## src/rtl/enc_pkg.sv

```systemverilog
// Shared definitions for the queued priority encoder: selection-mode constants,
// index-width derivation and a popcount helper.
package enc_pkg;

    localparam int ENC_FIXED = 0;
    localparam int ENC_RR    = 1;

    // Index width for n lines; never below one bit so N=2 still gets a real index.
    function automatic int idx_width(input int n);
        return (n <= 2) ? 1 : $clog2(n);
    endfunction

    function automatic logic [6:0] popcount64(input logic [63:0] v);
        logic [6:0] c;
        c = '0;
        for (int i = 0; i < 64; i++) begin
            c = c + 7'(v[i]);
        end
        return c;
    endfunction

endpackage

```

## src/rtl/prio_pick.sv

```systemverilog
// Combinational picker: first set bit of vec searching downward from start,
// wrapping from 0 back to N-1.
module prio_pick #(
    parameter int N = 8,
    parameter int W = 3
) (
    input  logic [N-1:0] vec,
    input  logic [W-1:0] start,
    output logic         found,
    output logic [W-1:0] idx
);

    // pos[gi] is the line visited gi steps into the downward search
    logic [W-1:0] pos [N];

    for (genvar gi = 0; gi < N; gi++) begin : g_pos
        assign pos[gi] = (int'(start) >= gi) ? W'(int'(start) - gi)
                                             : W'(int'(start) + N - gi);
    end

    always_comb begin
        found = 1'b0;
        idx   = '0;
        // walk back-to-front so the earliest position in search order wins
        for (int i = N - 1; i >= 0; i--) begin
            if (vec[pos[i]]) begin
                found = 1'b1;
                idx   = pos[i];
            end
        end
    end

endmodule

```

## src/rtl/prio_encoder_q.sv

```systemverilog
// Registered priority encoder with sticky pending requests, serialised one grant
// per valid/ready handshake; fixed-priority or round-robin selection.
module prio_encoder_q
    import enc_pkg::*;
#(
    parameter int N       = 8,
    parameter int RR_MODE = ENC_FIXED,
    localparam int W      = idx_width(N)
) (
    input  logic         clk,
    input  logic         rst,
    input  logic [N-1:0] req_i,
    input  logic         out_ready,
    output logic         out_valid,
    output logic [W-1:0] out_idx,
    output logic [N-1:0] out_onehot,
    output logic [W:0]   pend_cnt
);

    localparam int CW = W + 1;

    logic [N-1:0] pending_reg, pending_next;
    logic [N-1:0] clr;
    logic         out_valid_reg;
    logic [W-1:0] out_idx_reg;
    logic [N-1:0] out_onehot_reg;
    logic [W:0]   pend_cnt_reg;
    logic [W-1:0] rr_ptr_reg;

    logic         load;
    logic         found;
    logic [W-1:0] sel_idx;
    logic [W-1:0] start;

    // Fixed priority is just a search that always starts at the top line.
    assign start = (RR_MODE == ENC_RR) ? rr_ptr_reg : W'(N - 1);

    prio_pick #(
        .N (N),
        .W (W)
    ) u_pick (
        .vec   (pending_reg),
        .start (start),
        .found (found),
        .idx   (sel_idx)
    );

    assign load = !out_valid_reg || out_ready;

    always_comb begin
        clr = '0;
        if (load && found) begin
            clr[sel_idx] = 1'b1;
        end
        // new requests are OR-ed after the clear so a colliding pulse survives
        pending_next = (pending_reg & ~clr) | req_i;
    end

    always_ff @(posedge clk) begin
        if (rst) begin
            pending_reg    <= '0;
            out_valid_reg  <= 1'b0;
            out_idx_reg    <= '0;
            out_onehot_reg <= '0;
            pend_cnt_reg   <= '0;
            rr_ptr_reg     <= W'(N - 1);
        end else begin
            pending_reg  <= pending_next;
            pend_cnt_reg <= CW'(popcount64(64'(pending_next)));
            if (load) begin
                if (found) begin
                    out_valid_reg  <= 1'b1;
                    out_idx_reg    <= sel_idx;
                    out_onehot_reg <= N'(1) << sel_idx;
                    rr_ptr_reg     <= (sel_idx == '0) ? W'(N - 1) : sel_idx - 1'b1;
                end else begin
                    out_valid_reg  <= 1'b0;
                    out_onehot_reg <= '0;
                end
            end
        end
    end

    assign out_valid  = out_valid_reg;
    assign out_idx    = out_idx_reg;
    assign out_onehot = out_onehot_reg;
    assign pend_cnt   = pend_cnt_reg;

endmodule

```

## config.mk

```make
export PLATFORM = sky130hd
export DESIGN_NAME = prio_encoder_q
export DESIGN_NICKNAME = d
export VERILOG_FILES = /design/src/rtl/enc_pkg.sv /design/src/rtl/prio_pick.sv /design/src/rtl/prio_encoder_q.sv
export SDC_FILE = /design/constraint.sdc
export NUM_CORES = 1
export LEC_CHECK = 0
export BUFFER_PORTS_ARGS = -buffer_cell sky130_fd_sc_hd__buf_4
export CORE_MARGIN = 8
export CORE_UTILIZATION = 58
export CTS_CLUSTER_DIAMETER = 40
export DETAILED_ROUTE_END_ITERATION = 8
export PLACE_DENSITY = 0.85
export REMOVE_ABC_BUFFERS = 1
export SETUP_SLACK_MARGIN = 0.05
export SYNTH_ARGS = -nofsm -noshare
export SYNTH_HDL_FRONTEND = slang
export SYNTH_HIERARCHICAL = 1
export SYNTH_SLANG_ARGS = --single-unit
```

## constraint.sdc

```tcl
create_clock -name clk -period 6.6 [get_ports clk]
set_clock_uncertainty 0.2 [all_clocks]
set_input_delay 1.32 -clock clk [delete_from_list [all_inputs] [get_ports clk]]
set_output_delay 1.32 -clock clk [all_outputs]
set_load 0.02 [all_outputs]
```

Word level (Yosys, flattened, before mapping) --
Index checks and enable logic that the tools add are counted.
Word-level totals: flip-flop bits (word level) 24, input port bits 11, logic and storage cells 43
Cells by class: add/sub/neg operators 7, magnitude comparators 2, shifts and indexed selects 1, mux-type cells 20, bitwise gates (word level) 3, reductions and logical operators 5
Operator list (count):
- $add 4x1->4 | 4
- $mux 8 | 2
- $mux 3 | 4
- $mux 1 | 11
- $and 8x8->8 | 1
- $not 8->8 | 1
- $or 8x8->8 | 1
- $shl 1x3->8 const A | 1
- $add 3x1->4 | 1
- $lt 3x4->1 const B | 1
- $mux 2 | 2
- $add 2x1->3 | 1
- $demux 1 s3 | 1
- $ge 3x1->1 const B | 1
- $add 1x1->2 | 1
- $logic_and 1x1->1 | 2
- $reduce_and 2->1 | 1
- $logic_not 1->1 | 1
- $logic_or 1x1->1 | 1

Depth between registers and ports, before layout --
Gate-level depths: netlist of run 1.
word-level depth 22, depth in mapped cells 24, mapped depth without buffers 20

Cells and area by module --
Netlist of run 1, hierarchy kept.
Modules (own cells, without submodules):
- prio_encoder_q | instances 1, cells each 111, area each 1154.9 µm², sequential area each 480.5 µm²
- prio_pick | instances 1, cells each 107, area each 922.1 µm², sequential area each 0.0 µm²

Worst setup path before layout of run 1 --
Ideal clock, no wire load.
kind register to register, start reg pending_reg[7], end reg pend_cnt_reg[2] (netlist: pend_cnt[2]), library setup time 0.129 ns, arrival time 4.274 ns, data required time 6.271 ns, setup slack 1.997 ns, cell stages (with the launch flop) 18, buffers on the path 1, cell sequence dfxtp_1 mux4_2 mux2_4 or2_4 a31oi_1 o311ai_2 buf_6 nor3_1 a21o_1 fa_1 fa_1 fa_1 inv_1 ha_1 inv_1 fa_1 xor2_1 nor2_1
On the way: word-level cells in the longest chain between the ends 16
RTL lines:
- start, declared | line prio_encoder_q.sv:22 | logic [N-1:0] pending_reg, pending_next;
- start signal, assigned | line prio_encoder_q.sv:68 | pending_reg <= pending_next;
- $mux 3 (*) | line prio_pick.sv:26 | if (vec[pos[i]]) begin
- net sel_idx[0] | line prio_encoder_q.sv:32 | logic [W-1:0] sel_idx;
- $lt 3x4->1 (implied by the code) or $ge 3x1->1 (tied branches) | line prio_encoder_q.sv:53 | clr[sel_idx] = 1'b1;
- $logic_and 1x1->1 (implied by the code) | line prio_encoder_q.sv:53
- $mux 1 (implied by the code) | line prio_encoder_q.sv:53
- $demux 1 s3 (*) | line prio_encoder_q.sv:53
- $mux 8 (*) | line prio_encoder_q.sv:52 | if (load && found) begin
- $not 8->8 (*) | line prio_encoder_q.sv:56 | pending_next = (pending_reg & ~clr) | req_i;
- $and 8x8->8 (*) | line prio_encoder_q.sv:56
- $or 8x8->8 (*) | line prio_encoder_q.sv:56
- $add 1x1->2 | line enc_pkg.sv:17 | c = c + 7'(v[i]);
- $add 2x1->3 | line enc_pkg.sv:17
- $add 3x1->4 | line enc_pkg.sv:17
- $add 4x1->4 (3 in series) | line enc_pkg.sv:17
- $add 4x1->4 (*) | line enc_pkg.sv:17
- end signal, assigned | line prio_encoder_q.sv:69 | pend_cnt_reg <= CW'(popcount64(64'(pending_next)));
- end, declared | line prio_encoder_q.sv:27 | logic [W:0] pend_cnt_reg;
Mark *: on every way through the listed nets, which the timed path passes. The rest lies on a longest branch. A chain may end at the register's enable or synchronous reset.

Worst setup path after layout of run 1 --
Same ends and word-level chain as after synthesis.

==> results by group, run 1 <==
Drt
  • Number of DRC markers in iteration 0: 147
  • Final WL: 4980 microns
  • Routed vias: between 1500 and 2000
  • DRC Markers: 0
  • Drt first pass iters: 6
  • Post-DR vias/cell: 6.37
  • Drt wl/cell: around 17 microns
  • Antenna viol nets, final: 0

Final layout
  • N_diodes: 0
  • Layout fillers: 264
  • NumNets Final: roughly 260
  • Most frequent cells in the layout: buf_4 (27), dfxtp_1 (24), nor2_1 (21), mux2i_1 (17), nand2_1 (15)
  • Share of layout cells above drive strength 1: roughly a quarter
  • P&R area growth vs syn: 10.2%
  • Fin area: roughly 0.0023 sq mm
  • Most common cell after layout, fill and taps aside: buf_4

Setup path
  • R2R Path Start: pending_reg[7]
  • CP peak stage delay: 510 ps
  • Critical Path Slowest Stage Cell: mux4_2
  • R2R depth: 17
  • Worst R2R End: pend_cnt[2]
  • Worst setup SP type: register
  • Worst-path fanout max: 10
  • Critical path capture point type: register
  • Critical path class: reg2reg
  • Most used cell, CP: fa_1
  • CP arrival: 5100 ps
  • R2R setup slack: approximately 1500 ps
  • Data required, critical path: ~6600 ps
  • Crit path cell chain: mux4_2 > mux2_4 > or2_4 > o211ai_1 > o211a_1 > nand2_1 > nor2_1 > a21o_1 > fa_1 > fa_1 > fa_1 > inv_1 > ha_1 > inv_1 > fa_1 > xor2_1 > nor2_1

Yosys
  • #FFs+latches synth: 24
  • Post-synth ARST share: 0%
  • Syn avg cell area: 9.53 sq um
  • EDFF count, synth: 0
  • Cell variety after synth: 60
  • Sequential area share after synthesis: between 20 and 25%
  • Mapped Cells: between 200 and 250
  • Yosys Warn Count: 6
  • Synth Cell Area: between 0.002 and 0.0025 sq mm
  • Post-synth top flop: dfxtp_1

Global route
  • Overall routing resource usage: between 10% and 20%
  • Initial antenna violation count: 0
  • First-pass GRT wire length: between 8000 and 9000 microns
  • Gr ovfl total: 0
  • Pin count of the biggest net entering global routing: 22
  • Vias in the first global route: ~1800

Timing
  • Max-slew violations: 0
  • RSZ-0062 raised after global routing: no
  • Final setup vio count: 0
  • FMAX: slightly below 200 MHz
  • Setup TNS: 0 ps
  • Final worst slack: ~1500 ps
  • Rel. slew slack: a little under three fifths
  • Min Tclk post-route: 5060 ps
  • Final Hold Viols: 0
  • Final Cycle Share: about 77%
  • Tightest Pin Transition: 671 ps

CTS
  • Hold buffers post-CTS: 0
  • CTS tree: built
  • Cts repair resizes: 0
  • CTS max path bufs: 2
  • H-tree depth: 1
  • Clk sinks: 24
  • Clock slew at reported path FFs: about 130 ps
  • Worst-Skew Late Latency: between 300 and 400 ps
  • Setup Fix Bufs, Post-CTS: 0
  • TritonCTS buffer count: 3
  • CTS Root Cell: clkbuf_4

Pwr
  • Max VDD drop: around 0.00025 V
  • NetSw: ~0.27 mW
  • Clock share of power: roughly 12%
  • Net Sw Frac: between 40% and 50%
  • Pint: 0.370 mW
  • Comb power frac: approximately three fifths
  • Pwr Density: around 280 mW/mm^2
  • Leak Pwr: approximately 1 nW
  • Reg power frac: between 20% and 30%

Placed design
  • Routability congestion estimate from global placement: just over 0.9
  • Pre-CTS setup slack: around 1600 ps
  • Port Buffers: 26
  • Hpwl dp: roughly 3900 microns
  • Cell Area, Placed: 0.00225 sq mm

Floorplanning
  • # IOs: 27
  • Die span in x: ~76 microns
  • Chip height: approximately 76 microns
  • CORE AREA: 0.00339 sq mm
  • Initial Util: about three fifths
  • Rows: 21
  • Die ar.: 0.00575 sq mm

Min path
  • Depth of the worst hold-timing path: 2
  • Min-Delay Path Class: reg2reg
  • Hold Startpoint: out_idx[2]
  • Hold Crit Endpoint: out_idx[2]

Status
  • Status: finished clean

Run
  • Total of max-cap violations: 0
## synth_stat cells (3+ instances only)
| cell type | number | area [sq um] |
|---|---|---|
| dfxtp_1 | 24 | 480 |
| nor2_1 | 21 | 78.8 |
| mux2i_1 | 17 | 170 |
| nand2_1 | 15 | 56.3 |
| inv_1 | 13 | 48.8 |
| mux4_2 | 9 | 203 |
| nand2b_1 | 8 | 50.1 |
| ha_1 | 7 | 87.6 |
| a211oi_1 | 5 | 37.5 |
| nor2b_1 | 5 | 31.3 |
| a22o_1 | 4 | 35.0 |
| a31oi_1 | 4 | 25.0 |
| a32o_1 | 4 | 40.0 |
| buf_2 | 4 | 20.0 |
| buf_6 | 4 | 45.0 |
| fa_1 | 4 | 80.1 |
| nor3_1 | 4 | 20.0 |
| o211ai_1 | 4 | 30.0 |
| a21o_1 | 3 | 22.5 |
| a21oi_1 | 3 | 15.0 |
| buf_4 | 3 | 22.5 |
| clkbuf_1 | 3 | 11.3 |
| mux2_2 | 3 | 33.8 |
| o21ai_0 | 3 | 15.0 |
| o41ai_2 | 3 | 48.8 |
| or2_2 | 3 | 18.8 |
## worst max-delay path by stage
stage	start	to	depth (start not counted)
2_1_floorplan	out_ready	pend_cnt[2]	12
3_3_place_gp	pending_reg[7]	pend_cnt[2]	17
3_5_place_dp	pending_reg[7]	pend_cnt[2]	17
4_1_cts	pending_reg[7]	pend_cnt[2]	17
5_1_grt	pending_reg[7]	pend_cnt[2]	16
6_report	pending_reg[7]	pend_cnt[2]	17
## critical path: cells and delay by family, from the launching register on
family                   cells  cell delay (ps)
AO/OA/AOI/OAI                3              690
XOR/XNOR                     1              140
adder cells (fa/ha/maj)      5             1910
buffers and inverters        2              130
flip-flops                   1              400
multiplexers                 2              820
AND/OR/NAND/NOR              4              680
## kinds of logic (layout without fill, tap and decap cells)
family | count (synthesis) | in the layout | synth area share [%]
other | 1 | 5 | 0.181
multiplexers | 31 | 31 | 20.8
AND/OR/NAND/NOR | 70 | 70 | 17.9
flip-flops | 24 | 24 | 23.1
AO/OA/AOI/OAI | 52 | 52 | 21.9
adder cells (fa/ha/maj) | 11 | 11 | 8.07
buffers and inverters | 27 | 44 | 7.11
XOR/XNOR | 2 | 2 | 0.844
## through the flow
stage | hold slack, ps | power, mW | util, % | instances
after floorplan | 342 | 0.457 | - | 208
after global placement | 255 | 0.539 | 66.5 | 281
after detailed placement | 259 | 0.556 | 66.5 | 281
after CTS | 286 | 0.637 | 67.6 | 285
after global routing | 310 | 0.694 | 67.6 | 285
final | 282 | 0.644 | 67.6 | 285
## metal layers
metal / part of all wire, % / vias up / GRT usage (%)
met5: 0 / - / 0
met4: 1.8 / 0 / 3.84
met3: 6.3 / 12 / 3.55
met2: 50 / 67 / 31.7
met1: 41 / 888 / 23.3
li1: - / 848 / -
## layout make-up
type	count	area (sq um)	area share, %
inverter	13	48.8	2.13
multi-input combinational	171	1460	63.9
sequential	24	480	21.0
tap	46	57.6	2.51
timing repair buffer	27	203	8.85
clock buffer	4	36.3	1.58
## power groups by stage
| stage | Sequential, mW | Clock (mW) | Combinational (mW) |
|---|---|---|---|
| 2_1_floorplan | 0.215 | 0 | 0.242 |
| 3_3_place_gp | 0.193 | 0 | 0.346 |
| 3_5_place_dp | 0.194 | 0 | 0.362 |
| 4_1_cts | 0.191 | 0.0787 | 0.368 |
| 5_1_grt | 0.195 | 0.0847 | 0.414 |
| 6_report | 0.191 | 0.0787 | 0.375 |
(Power assumes the default switching activity.)
==> run 2, diff against run 1 <==
- CORE_UTILIZATION: 58 -> 53
- PLACE_DENSITY: 0.85 -> 0.82
- clock period: 6.6 -> 4.1 ns (I/O delays scaled with it)
==> run 2 against run 1 <==
Against the previous run:
- the flow now finishes with violations (negative setup slack)
- die area increased by 7.4%
- combinational power increased by 120%
- final cell count rose by 14%
- hold slack worse by 9.3 ps
- critical endpoint is now pend_cnt[1]
==> results by group, run 2 (synthesis gave the netlist of run 1 again) <==
Setup path
  • Worst setup SP type: register
  • CP arrival: 4740 ps (-360 ps)
  • R2R depth: 16 (-1)
  • Worst R2R End: pend_cnt[1]
  • Data required, critical path: 4050 ps (-2580 ps)
  • R2R setup slack: -690 ps (-2230 ps)
  • R2R Path Start: pending_reg[7]
  • Critical path class: reg2reg
  • Worst-path fanout max: 5 (-5)
  • Critical path capture point type: register

Final layout
  • Multi-input gate area: 0.00154 sq mm (+5.2%)
  • N_diodes: 0 (unchanged)
  • NumNets Final: 301 (+15%)
  • P&R area growth vs syn: 28.6%
  • Layout fillers: 264 (unchanged)
  • Final Non-Filler Cells: 325 (+14%)
  • Most frequent cells in the layout: buf_4 (65), dfxtp_1 (23), nor2_1 (19), mux2i_1 (17), nand2_1 (14)
  • Most common cell after layout, fill and taps aside: buf_4
  • Share of layout cells above drive strength 1: 39.4% (+15 points)
  • Sequential cell area: 482 sq um (+0.26%)

Floorplanning
  • Die span in x: 78.6 microns (+3.6%)
  • # IOs: 27 (unchanged)
  • Initial Util: 55.9% (-5.4 points)
  • Rows: 22 (+4.8%)
  • CORE AREA: 0.00372 sq mm (+9.6%)
  • Die ar.: 0.00618 sq mm (+7.4%)
  • Chip height: 78.6 microns (+3.6%)

Placed design
  • Routability congestion estimate from global placement: 0.925 (+0.76%)
  • Hpwl dp: 4390 microns (+14%)
  • Placed cell count: 317 (+13%)
  • Pre-CTS setup slack: -553 ps (-2160 ps)
  • Port Buffers: 26 (unchanged)

Pwr
  • Max VDD drop: 0.000410 V (+63%)
  • Leak Pwr: 1.23 nW (+20%)
  • Pwr Density: 473 mW/mm^2 (+68%)

CTS
  • CTS Root Cell: clkbuf_8
  • Hold buffers post-CTS: 0 (unchanged)
  • CTS tree: built
  • CTS max path bufs: 2 (unchanged)
  • Clk sinks: 24 (unchanged)
  • Clock slew at reported path FFs: 80 ps (-50 ps)
  • TritonCTS buffer count: 3 (unchanged)
  • H-tree depth: 1 (unchanged)
  • Worst-Skew Late Latency: 260 ps (-70 ps)

Global route
  • Initial antenna violation count: 0 (unchanged)
  • Vias in the first global route: 1936 (+9.9%)
  • Pin count of the biggest net entering global routing: 22 (unchanged)
  • First-pass GRT wire length: 9070 microns (+8.1%)
  • Gr ovfl total: 0 (unchanged)
  • Overall routing resource usage: 17.9% (-0.65 points)

Timing
  • Max-slew violations: 0 (unchanged)
  • RSZ-0062 raised after global routing: yes
  • Rel. slew slack: 57.7% (+2.4 points)
  • Final Hold Viols: 0 (unchanged)
  • Min Tclk post-route: 4790 ps (-274 ps)
  • Final setup vio count: 4 (+4)
  • Min Hold Slack: 273 ps (-9.31 ps)
  • Final Cycle Share: 117% (+40 points)
  • Tightest Pin Transition: 634 ps (-36.9 ps)
  • Final worst slack: -689 ps (-2230 ps)
  • FMAX: 209 MHz (+5.7%)

Min path
  • Min-Delay Path Class: reg2reg
  • Hold Crit Endpoint: out_onehot[2]
  • Hold Startpoint: out_onehot[2]
  • Depth of the worst hold-timing path: 1 (-1)

Drt
  • DRC Markers: 0 (unchanged)
  • Antenna viol nets, final: 0 (unchanged)
  • Drt wl/cell: 18.9 microns (+8.0%)
  • Final WL: 6130 microns (+23%)
  • Routed vias: 2004 (+10%)
  • Drt first pass iters: 6 (unchanged)
  • Number of DRC markers in iteration 0: 196 (+33%)
  • Post-DR vias/cell: 6.17 (-3.2%)

Run
  • Total of max-cap violations: 0 (unchanged)

Status
  • Status: finished, violations left
  • Failing checks: negative setup slack
-- run 2: per-stage QoR --
stage	util, %	setup TNS (ps)	instance area [sq um]	total power [mW]
after floorplan	-	-1290	1990	0.735
after global placement	67.6	-1300	2510	0.972
after detailed placement	67.6	-1570	2510	0.999
after CTS	69.0	-1630	2560	1.14
after global routing	71.9	-2650	2670	1.34
final	71.9	-2150	2670	1.26
-- run 2: cell type report --
| class | count | share of cell area, % |
|---|---|---|
| clock buffers | 3 | 1.55 |
| well taps | 48 | 2.25 |
| multi-input cells | 171 | 57.7 |
| flip-flops and latches | 24 | 18.0 |
| repair buffers | 66 | 18.7 |
| inverters | 13 | 1.83 |
-- run 2: worst max path at each step --
stage	start	endpoint
6_report	pending_reg[7]	pend_cnt[1]
4_1_cts	pending_reg[7]	pend_cnt[2]
5_1_grt	pending_reg[1]	pend_cnt[1]
3_5_place_dp	pending_reg[7]	pend_cnt[2]
2_1_floorplan	pending_reg[7]	pend_cnt[2]
3_3_place_gp	pending_reg[7]	pend_cnt[2]
-- run 2: power by group --
part	leakage [nW]	switching [mW]	internal [mW]
combinational	1.00	0.428	0.403
clock	0.0216	0.0695	0.0656
sequential	0.199	0.0209	0.277
total	1.23	0.519	0.746
-- run 2: routing by layer --
layer / vias to the layer above / GRT usage [%] / part of all wire [%]
met4: 0 / 4.07 / 3.3
met2: 93 / 32.5 / 53
met1: 955 / 20.7 / 37
met3: 27 / 3.99 / 6.8
met5: - / 0 / 0
li1: 929 / - / -
-- run 2: repair_timing --
action,in CTS,in global routing
pin swaps,0,4
resized for setup,1,17
buffers inserted,1,4
endpoints found under the setup margin,4,4
-- run 2: critical path, stage by stage (launching register included) --
cell and delay, ps:
dfxtp_2 330, mux4_2 470, mux2_4 290, or2_4 280, o211ai_1 210, o211a_1 290
nand2b_4 190, nor2_4 40, a21o_1 200, fa_1 450, fa_1 500, fa_1 420
inv_2 80, ha_4 130, inv_2 40, fa_2 510, nor2_1 50
